`src/rtl/uart_rx_deserializer.sv`:
```
// UART receiver: synchronises RX_IN, majority-votes each oversampled bit, rebuilds the
// LSB-first data word, checks optional parity and the stop bit, and reports one result pulse.
module uart_rx_deserializer #(
    parameter int DATA_LENGTH = 8,
    parameter int PRESCALE    = 8
) (
    input  logic                   CLK,
    input  logic                   RST,
    input  logic                   RX_IN,
    input  logic                   PAR_EN,
    input  logic                   PAR_TYP,
    output logic [DATA_LENGTH-1:0] P_DATA,
    output logic                   data_valid,
    output logic                   par_err,
    output logic                   stp_err,
    output logic                   busy
);

    localparam int CW = $clog2(PRESCALE);
    localparam int BW = $clog2(DATA_LENGTH + 1);

    localparam logic [CW-1:0] CNT_LAST = CW'(PRESCALE - 1);
    localparam logic [CW-1:0] CNT_V0   = CW'(PRESCALE / 2 - 1);
    localparam logic [CW-1:0] CNT_V1   = CW'(PRESCALE / 2);
    localparam logic [CW-1:0] CNT_V2   = CW'(PRESCALE / 2 + 1);
    localparam logic [BW-1:0] BIT_LAST = BW'(DATA_LENGTH - 1);

    typedef enum logic [2:0] {
        S_IDLE,
        S_START,
        S_DATA,
        S_PARITY,
        S_STOP
    } state_e;

    state_e                 state_q, state_d;
    logic                   rx_meta_q, rx_s_q, rx_prev_q;
    logic [CW-1:0]          edge_cnt_q, edge_cnt_d;
    logic [BW-1:0]          bit_cnt_q, bit_cnt_d;
    logic [1:0]             vote_q, vote_d;
    logic                   sample_q, sample_d;
    logic [DATA_LENGTH-1:0] shift_q, shift_d;
    logic [DATA_LENGTH-1:0] p_data_q, p_data_d;
    logic                   par_en_q, par_en_d;
    logic                   par_typ_q, par_typ_d;
    logic                   par_bad_q, par_bad_d;
    logic                   data_valid_q, data_valid_d;
    logic                   par_err_q, par_err_d;
    logic                   stp_err_q, stp_err_d;

    logic cnt_last;
    logic vote_now;
    logic majority;

    assign cnt_last = (edge_cnt_q == CNT_LAST);
    assign vote_now = (edge_cnt_q == CNT_V2);
    assign majority = (vote_q[0] & vote_q[1]) | (vote_q[0] & rx_s_q) | (vote_q[1] & rx_s_q);

    // NOTE: the synchroniser resets to 1 so a reset never looks like a start bit.
    always_ff @(posedge CLK or negedge RST) begin
        if (!RST) begin
            rx_meta_q    <= 1'b1;
            rx_s_q       <= 1'b1;
            rx_prev_q    <= 1'b1;
            state_q      <= S_IDLE;
            edge_cnt_q   <= '0;
            bit_cnt_q    <= '0;
            vote_q       <= '0;
            sample_q     <= 1'b0;
            shift_q      <= '0;
            p_data_q     <= '0;
            par_en_q     <= 1'b0;
            par_typ_q    <= 1'b0;
            par_bad_q    <= 1'b0;
            data_valid_q <= 1'b0;
            par_err_q    <= 1'b0;
            stp_err_q    <= 1'b0;
        end else begin
            rx_meta_q    <= RX_IN;
            rx_s_q       <= rx_meta_q;
            rx_prev_q    <= rx_s_q;
            state_q      <= state_d;
            edge_cnt_q   <= edge_cnt_d;
            bit_cnt_q    <= bit_cnt_d;
            vote_q       <= vote_d;
            sample_q     <= sample_d;
            shift_q      <= shift_d;
            p_data_q     <= p_data_d;
            par_en_q     <= par_en_d;
            par_typ_q    <= par_typ_d;
            par_bad_q    <= par_bad_d;
            data_valid_q <= data_valid_d;
            par_err_q    <= par_err_d;
            stp_err_q    <= stp_err_d;
        end
    end

    always_comb begin
        state_d = state_q;
        case (state_q)
            S_IDLE:   if (!rx_s_q) state_d = S_START;
            S_START:  if (cnt_last) state_d = sample_q ? S_IDLE : S_DATA;
            S_DATA:   if (cnt_last && bit_cnt_q == BIT_LAST) state_d = par_en_q ? S_PARITY : S_STOP;
            S_PARITY: if (cnt_last) state_d = S_STOP;
            S_STOP:   if (cnt_last) state_d = S_IDLE;
            default:  state_d = S_IDLE;
        endcase
    end

    // NOTE: every _d gets a hold/default value first so no path infers a latch.
    always_comb begin
        edge_cnt_d   = edge_cnt_q;
        bit_cnt_d    = bit_cnt_q;
        vote_d       = vote_q;
        sample_d     = sample_q;
        shift_d      = shift_q;
        p_data_d     = p_data_q;
        par_en_d     = par_en_q;
        par_typ_d    = par_typ_q;
        par_bad_d    = par_bad_q;
        data_valid_d = 1'b0;
        par_err_d    = 1'b0;
        stp_err_d    = 1'b0;

        if (state_q == S_IDLE) begin
            // A start bit already low last cycle (back-to-back frame) is one cycle old.
            edge_cnt_d = (!rx_s_q && !rx_prev_q) ? CW'(1) : '0;
            if (!rx_s_q) begin
                par_en_d  = PAR_EN;
                par_typ_d = PAR_TYP;
                par_bad_d = 1'b0;
                bit_cnt_d = '0;
            end
        end else begin
            edge_cnt_d = cnt_last ? '0 : edge_cnt_q + 1'b1;
            if (edge_cnt_q == CNT_V0) vote_d[0] = rx_s_q;
            if (edge_cnt_q == CNT_V1) vote_d[1] = rx_s_q;
            if (vote_now) sample_d = majority;
        end

        case (state_q)
            S_DATA: begin
                if (vote_now) shift_d = (shift_q >> 1) | (DATA_LENGTH'(majority) << (DATA_LENGTH - 1));
                if (cnt_last) bit_cnt_d = bit_cnt_q + 1'b1;
            end
            S_PARITY: begin
                if (vote_now) par_bad_d = majority ^ (^shift_q) ^ par_typ_q;
            end
            S_STOP: begin
                if (cnt_last) begin
                    stp_err_d    = ~sample_q;
                    par_err_d    = sample_q & par_bad_q;
                    data_valid_d = sample_q & ~par_bad_q;
                    if (sample_q && !par_bad_q) p_data_d = shift_q;
                end
            end
            default: ;
        endcase
    end

    assign P_DATA     = p_data_q;
    assign data_valid = data_valid_q;
    assign par_err    = par_err_q;
    assign stp_err    = stp_err_q;
    assign busy       = (state_q != S_IDLE);

endmodule

```
`config.mk`:
```
export PLATFORM = sky130hd
export DESIGN_NAME = uart_rx_deserializer
export DESIGN_NICKNAME = d
export VERILOG_FILES = /design/src/rtl/uart_rx_deserializer.sv
export SDC_FILE = /design/constraint.sdc
export NUM_CORES = 1
export LEC_CHECK = 0
export CORE_ASPECT_RATIO = 1.4
export CORE_MARGIN = 4
export CORE_UTILIZATION = 50
export CTS_CLUSTER_SIZE = 30
export DETAILED_ROUTE_END_ITERATION = 8
export PLACE_DENSITY = 0.77
export SLEW_MARGIN = 20
export SYNTH_ARGS = -nofsm -noshare
export SYNTH_HDL_FRONTEND = slang
export SYNTH_SLANG_ARGS = --single-unit
```
`constraint.sdc`:
```
create_clock -name CLK -period 1.78 [get_ports CLK]
set_clock_uncertainty 0.15 [all_clocks]
set_input_delay 0.178 -clock CLK [delete_from_list [all_inputs] [get_ports CLK]]
set_output_delay 0.178 -clock CLK [all_outputs]
set_load 0.05 [all_outputs]
```
==> results.cfg, run 1 <==
[route]
drt-met1-wl_mm = 1.31
via_per_inst = 5.42
num_vias = 1139
top_layer = met4
drc = 0
met2_length_mm = 1.85
drtIter0Drc = 18
first_pass_iters = 4
wl_per_cell_um = 16.2
finalWirelength_mm = 3.39
ant_nets = 0
wl_met3_um = 148

[critical_path]
slowest_delay_ns = 0.41
critPathCaptureType = flip-flop
crit_path_max_fanout = 4
path_common_cell = ha_4
cp_cell_sequence = ha_4, ha_4, and4b_1, o211ai_1, nor2_1, a22o_1
critPathTopFamily = compound AO/OA/AOI/OAI gates
cp_slowest_cell = dfrtp_1
arrival_ns = 1.80
required_ns = 1.81
worst-setup-path-type = reg2reg
startpoint_type = flip-flop
path_buf_inv = 0

[grt]
antenna_found_initial = 0
grtUsageTotal_pct = 17.1
grt_max_degree = 39
grt_pass1_wl_mm = 5.65
grt-ovfl-total = 0
grt_pass1_vias = 1189

[logic_synthesis]
async_flop_share_pct = 100
synthesis.instances = 135
syn-mean-instance-area_um2 = 12.8
synth_edf_count = 0
syn_nets = 147
syn-cell-area_um2 = 1730
yosys.area.top_type_share_pct = 50.7
synth_area_leaders = dfrtp_1, mux2_2, ha_1
synth_common_cells = dfrtp_1, mux2_2, nand2_1, nand3_1
ys_seq_area_share_pct = 55.3
ys_warn_count = 0
synth_ff_type = dfrtp_1
synth.distinct_cells = 37
synth_top_area_cell = dfrtp_1
synth_seq_cells = 38
yosysMostFrequentCell = dfrtp_1

[timing]
hold_viol = 0
finalSetupViolCount = 0
min_period_ns = 1.77
whs_ns = 0.107
fin_ws_ns = 0.00742
relSlewSlack_pct = 78.3
rsz0062_at_grt = yes
tightest_slew_ns = 0.320
slew_viol_final = 0
period_share_pct = 99.6
max_freq_mhz = 564

[clocking]
clkSinkCount = 38
cts_buffers = 5
cts_hold_buf = 0
tritoncts = done
clkSlewWorstSetupHoldPaths_ns = 0.07
clockRootBuffer = clkbuf_8
htreeDepth = 2
clock_latency_ns = 0.29
ctsLongestPathBuffers = 2

[floorplanning]
die_h_um = 77.5
row_count = 25
die_w_um = 57.7
die_area_um2 = 4470
num_io_pins = 17
core_area_um2 = 3350
initial_core_util_pct = 51.6

[final_layout]
drive_gt1_share_pct = 40.6
fin_area_um2 = 2250
antennaDiodeCount = 0
syn_to_final_growth_pct = 30.6
final_net_count = 181

[min_path]
min-delay-path-class = in2async

[pwr]
irDropWorstVdd_uv = 698
finalPower_w = 0.00261
power_density_nw_per_um2 = 1160
p_leak_nw = 1.13

[place]
portBuffers = 16
finalWeightedCongestion = 0.782
dpl.hpwl_mm = 2.21
pre_cts_ws_ns = -0.0643
placement.cell_area_um2 = 1990

[run]
drv_cap = 0

[run_status]
status = complete, no violations
## through the flow
stage,cells,TNS (ns),util (%)
2_1_floorplan,135,-0.0665,-
6_report,210,0,67.4
3_5_place_dp,198,-0.161,59.5
4_1_cts,208,-0.00391,65.3
3_3_place_gp,198,0,59.5
5_1_grt,210,-0.370,67.4
## registers in the layout, indices dropped and copies added, names as in the netlist
name        flops
P_DATA          8
shift_q         8
bit_cnt_q       4
edge_cnt_q      3
state_q         3
vote_q          2
data_valid      1
par_bad_q       1
par_en_q        1
par_err         1
par_typ_q       1
rx_meta_q       1
rx_prev_q       1
rx_s_q          1
sample_q        1
stp_err         1
## worst reg2reg max path: stages, from the launching register on
cell and delay [ns]:
dfrtp_1 0.41, ha_4 0.19, ha_4 0.17, and4b_1 0.20, o211ai_1 0.24, nor2_1 0.09
a22o_1 0.21
## metal layers
layer  up-vias  GRT usage [%]
li1        536              -
met3         8           5.49
met5         -              0
met4         0           8.82
met1       572           18.1
met2        23           29.4
## repair_timing
action,4_1_cts,5_1_grt
endpoints found under the hold margin,0,0
cloned,1,0
resized for setup,11,11
setup buffers,1,2
endpoints found under the setup margin,10,19
pin swaps,3,7
## cell families (layout without fill, tap and decap cells)
kind of cell               Yosys count  count (layout)  synth area share (%)
and+or+nand+nor                     43              44                  15.4
DFF                                 38              38                  55.3
muxes                               19              19                  12.4
AOI/OAI and AO/OA                   10              10                  3.84
xor gates and xnor gates             9               9                  5.36
adders and majority gates            8               8                  5.65
buffers and inverters                8              42                  2.10
## worst paths after layout
check | from | endpoint | slack [ns] | cells after the start
setup / recovery | edge_cnt_q[0] | state_q[2] | 0.007 | 6
max in group asynchronous | RST | rx_prev_q | 1.11 | 2
min in group CLK | RX_IN | rx_meta_q | 0.15 | 1
hold reg to reg | rx_meta_q | rx_s_q | 0.21 | 0
setup reg to reg | edge_cnt_q[0] | state_q[2] | 0.007 | 6
hold / removal | RST | P_DATA[5] | 0.11 | 2
## power breakdown
part	internal, W	leakage, nW	switching (W)
registers	0.000974	0.504	0.000129
logic	0.000377	0.567	0.000381
clock network	0.000457	0.0585	0.000293
## final cells by class
type,instances,area (µm²)
tap,40,50.0
clock inverter,1,30.0
inverter,5,18.8
fill,245,1090
timing repair buffer,29,265
sequential,38,956
multi-input combinational,90,848
clock buffer,7,86.3
## cells in the final DEF (no fill, tap or decap), drive strengths merged, types with 2 or more instances in the layout
master         synthesis  layout
clkbuf                 1       7
nand2                 10      10
nor2                   8       8
o21ai                  3       3
nand2b                 3       3
xnor2                  6       6
dfrtp                 35      35
buf                    2      25
and2b                  2       2
nand3                  8       8
xor2                   2       2
nand3b                 1       2
nand4                  2       2
ha                     7       7
dfstp                  3       3
inv                    5       5
mux2                  19      19
a21oi                  2       2
clkdlybuf4s50          0       4
No activity file was read; power rests on OpenSTA's default activity.
==> run 2, diff against run 1 <==
--- a/config.mk
+++ b/config.mk
@@ -10,6 +10,7 @@
 export CORE_UTILIZATION = 50
 export CTS_CLUSTER_SIZE = 30
 export DETAILED_ROUTE_END_ITERATION = 8
+export MAX_ROUTING_LAYER = met4
 export PLACE_DENSITY = 0.77
 export SLEW_MARGIN = 20
 export SYNTH_ARGS = -nofsm -noshare
==> results.cfg, run 2 (synthesized netlist as in run 1, its figures left out) <==
[final_layout]
mostFrequentLayoutCell = dfrtp_1
final_net_count = 181
fin_area_um2 = 2250
fin_cells = 210
nFillCells = 245
drive_gt1_share_pct = 40.6
layout_common_cells = dfrtp_1, buf_4, mux2_4, nand2_1, mux2_2
antennaDiodeCount = 0
syn_to_final_growth_pct = 30.6

[timing]
max_freq_mhz = 564
period_share_pct = 99.6
tightest_slew_ns = 0.320
whs_ns = 0.103
hold_viol = 0
relSlewSlack_pct = 78.3
rsz0062_at_grt = yes
finalSetupViolCount = 0
min_period_ns = 1.77
slew_viol_final = 0
setup_tns_ns = 0

[route]
first_pass_iters = 4
via_per_inst = 5.41
drc = 0
ant_nets = 0
wl_per_cell_um = 16.2
num_vias = 1136
finalWirelength_mm = 3.40
drtIter0Drc = 38

[critical_path]
startpoint_type = flip-flop
rrSetupSlack_ns = 0.007
r2r-start = edge_cnt_q[0]
path_buf_inv = 0
slowest_delay_ns = 0.41
worst-setup-path-type = reg2reg
cp_cell_sequence = ha_4, ha_4, and4b_1, o211ai_1, nor2_1, a22o_1
r2r_end = state_q[2]
required_ns = 1.81
arrival_ns = 1.81
critPathTopFamily = compound AO/OA/AOI/OAI gates
critPathCaptureType = flip-flop
path_common_cell = ha_4
rr_worst_depth = 6
cp_slowest_cell = dfrtp_1
crit_path_max_fanout = 4
cp.depth = 6

[grt]
grt-ovfl-total = 0
grt_pass1_wl_mm = 5.64
grt_pass1_vias = 1190
antenna_found_initial = 0
grt_max_degree = 39
grtUsageTotal_pct = 17.5

[floorplanning]
core_area_um2 = 3350
row_count = 25
die_w_um = 57.7
num_io_pins = 17
die_area_um2 = 4470
initial_core_util_pct = 51.6
die_h_um = 77.5

[clocking]
clockRootBuffer = clkbuf_8
clock_latency_ns = 0.29
clkSinkCount = 38
tritoncts = done
htreeDepth = 2
cts_buffers = 5
ctsLongestPathBuffers = 2
clkSlewWorstSetupHoldPaths_ns = 0.07

[min_path]
min-delay-path-class = in2async

[pwr]
power_density_nw_per_um2 = 1160
p_leak_nw = 1.13
irDropWorstVdd_uv = 698
finalPower_w = 0.00261

[place]
placement.cell_area_um2 = 1990
dpl.hpwl_mm = 2.21
portBuffers = 16
finalWeightedCongestion = 0.793
place_inst = 198

[run]
drv_cap = 0

[run_status]
status = complete, no violations
[run 2: cell counts in the layout (fill, tap and decap cells not counted)]
Identical to the previous run, type by type.
[run 2: how the worst max path moves through the flow]
| stage | start | endpoint |
|---|---|---|
| floorplan | state_q[0] | sample_q |
| global placement | edge_cnt_q[0] | state_q[2] |
| detailed placement | edge_cnt_q[0] | state_q[2] |
| CTS | edge_cnt_q[1] | state_q[2] |
| global route | edge_cnt_q[1] | state_q[1] |
| finish | edge_cnt_q[0] | state_q[2] |
[run 2: layout make-up]
| type | count | area, µm² | share of cell area, % |
|---|---|---|---|
| clock inverters | 1 | 30.0 | 1.33 |
| flip-flops and latches | 38 | 956 | 42.4 |
| well taps | 40 | 50.0 | 2.22 |
| inverters | 5 | 18.8 | 0.832 |
| multi-input cells | 90 | 848 | 37.6 |
| clock buffers | 7 | 86.3 | 3.83 |
| repair buffers | 29 | 265 | 11.8 |
[run 2: what timing repair did]
| item | CTS | global route |
|---|---|---|
| pin swaps | 3 | 7 |
| setup endpoints to repair | 10 | 19 |
| hold buffers | 0 | 0 |
| cloned | 1 | 0 |
| setup buffers | 1 | 2 |
| resized for setup | 11 | 11 |
[run 2: per-layer routing]
metal | global-route usage, % | vias up | share of wire [%] | wire length (µm)
li1 | - | 535 | - | -
met1 | 18.1 | 569 | 38 | 1310
met2 | 29.4 | 23 | 54 | 1850
met3 | 5.49 | 9 | 4.6 | 156
met4 | 8.82 | 0 | 2.6 | 87
met5 | - | - | 0 | 0
[run 2: power breakdown]
group	switching [W]	leakage (nW)	internal (W)
registers	0.000129	0.504	0.000974
logic	0.000381	0.567	0.000377
clock network	0.000297	0.0585	0.000457
total	0.000807	1.13	0.00181
[run 2: per-stage QoR]
stage,setup WS [ns],utilization [%]
3_3_place_gp,0.0198,59.5
4_1_cts,-0.00391,65.3
6_report,0.00735,67.4
5_1_grt,-0.0800,67.4
2_1_floorplan,-0.0312,-
3_5_place_dp,-0.0643,59.5
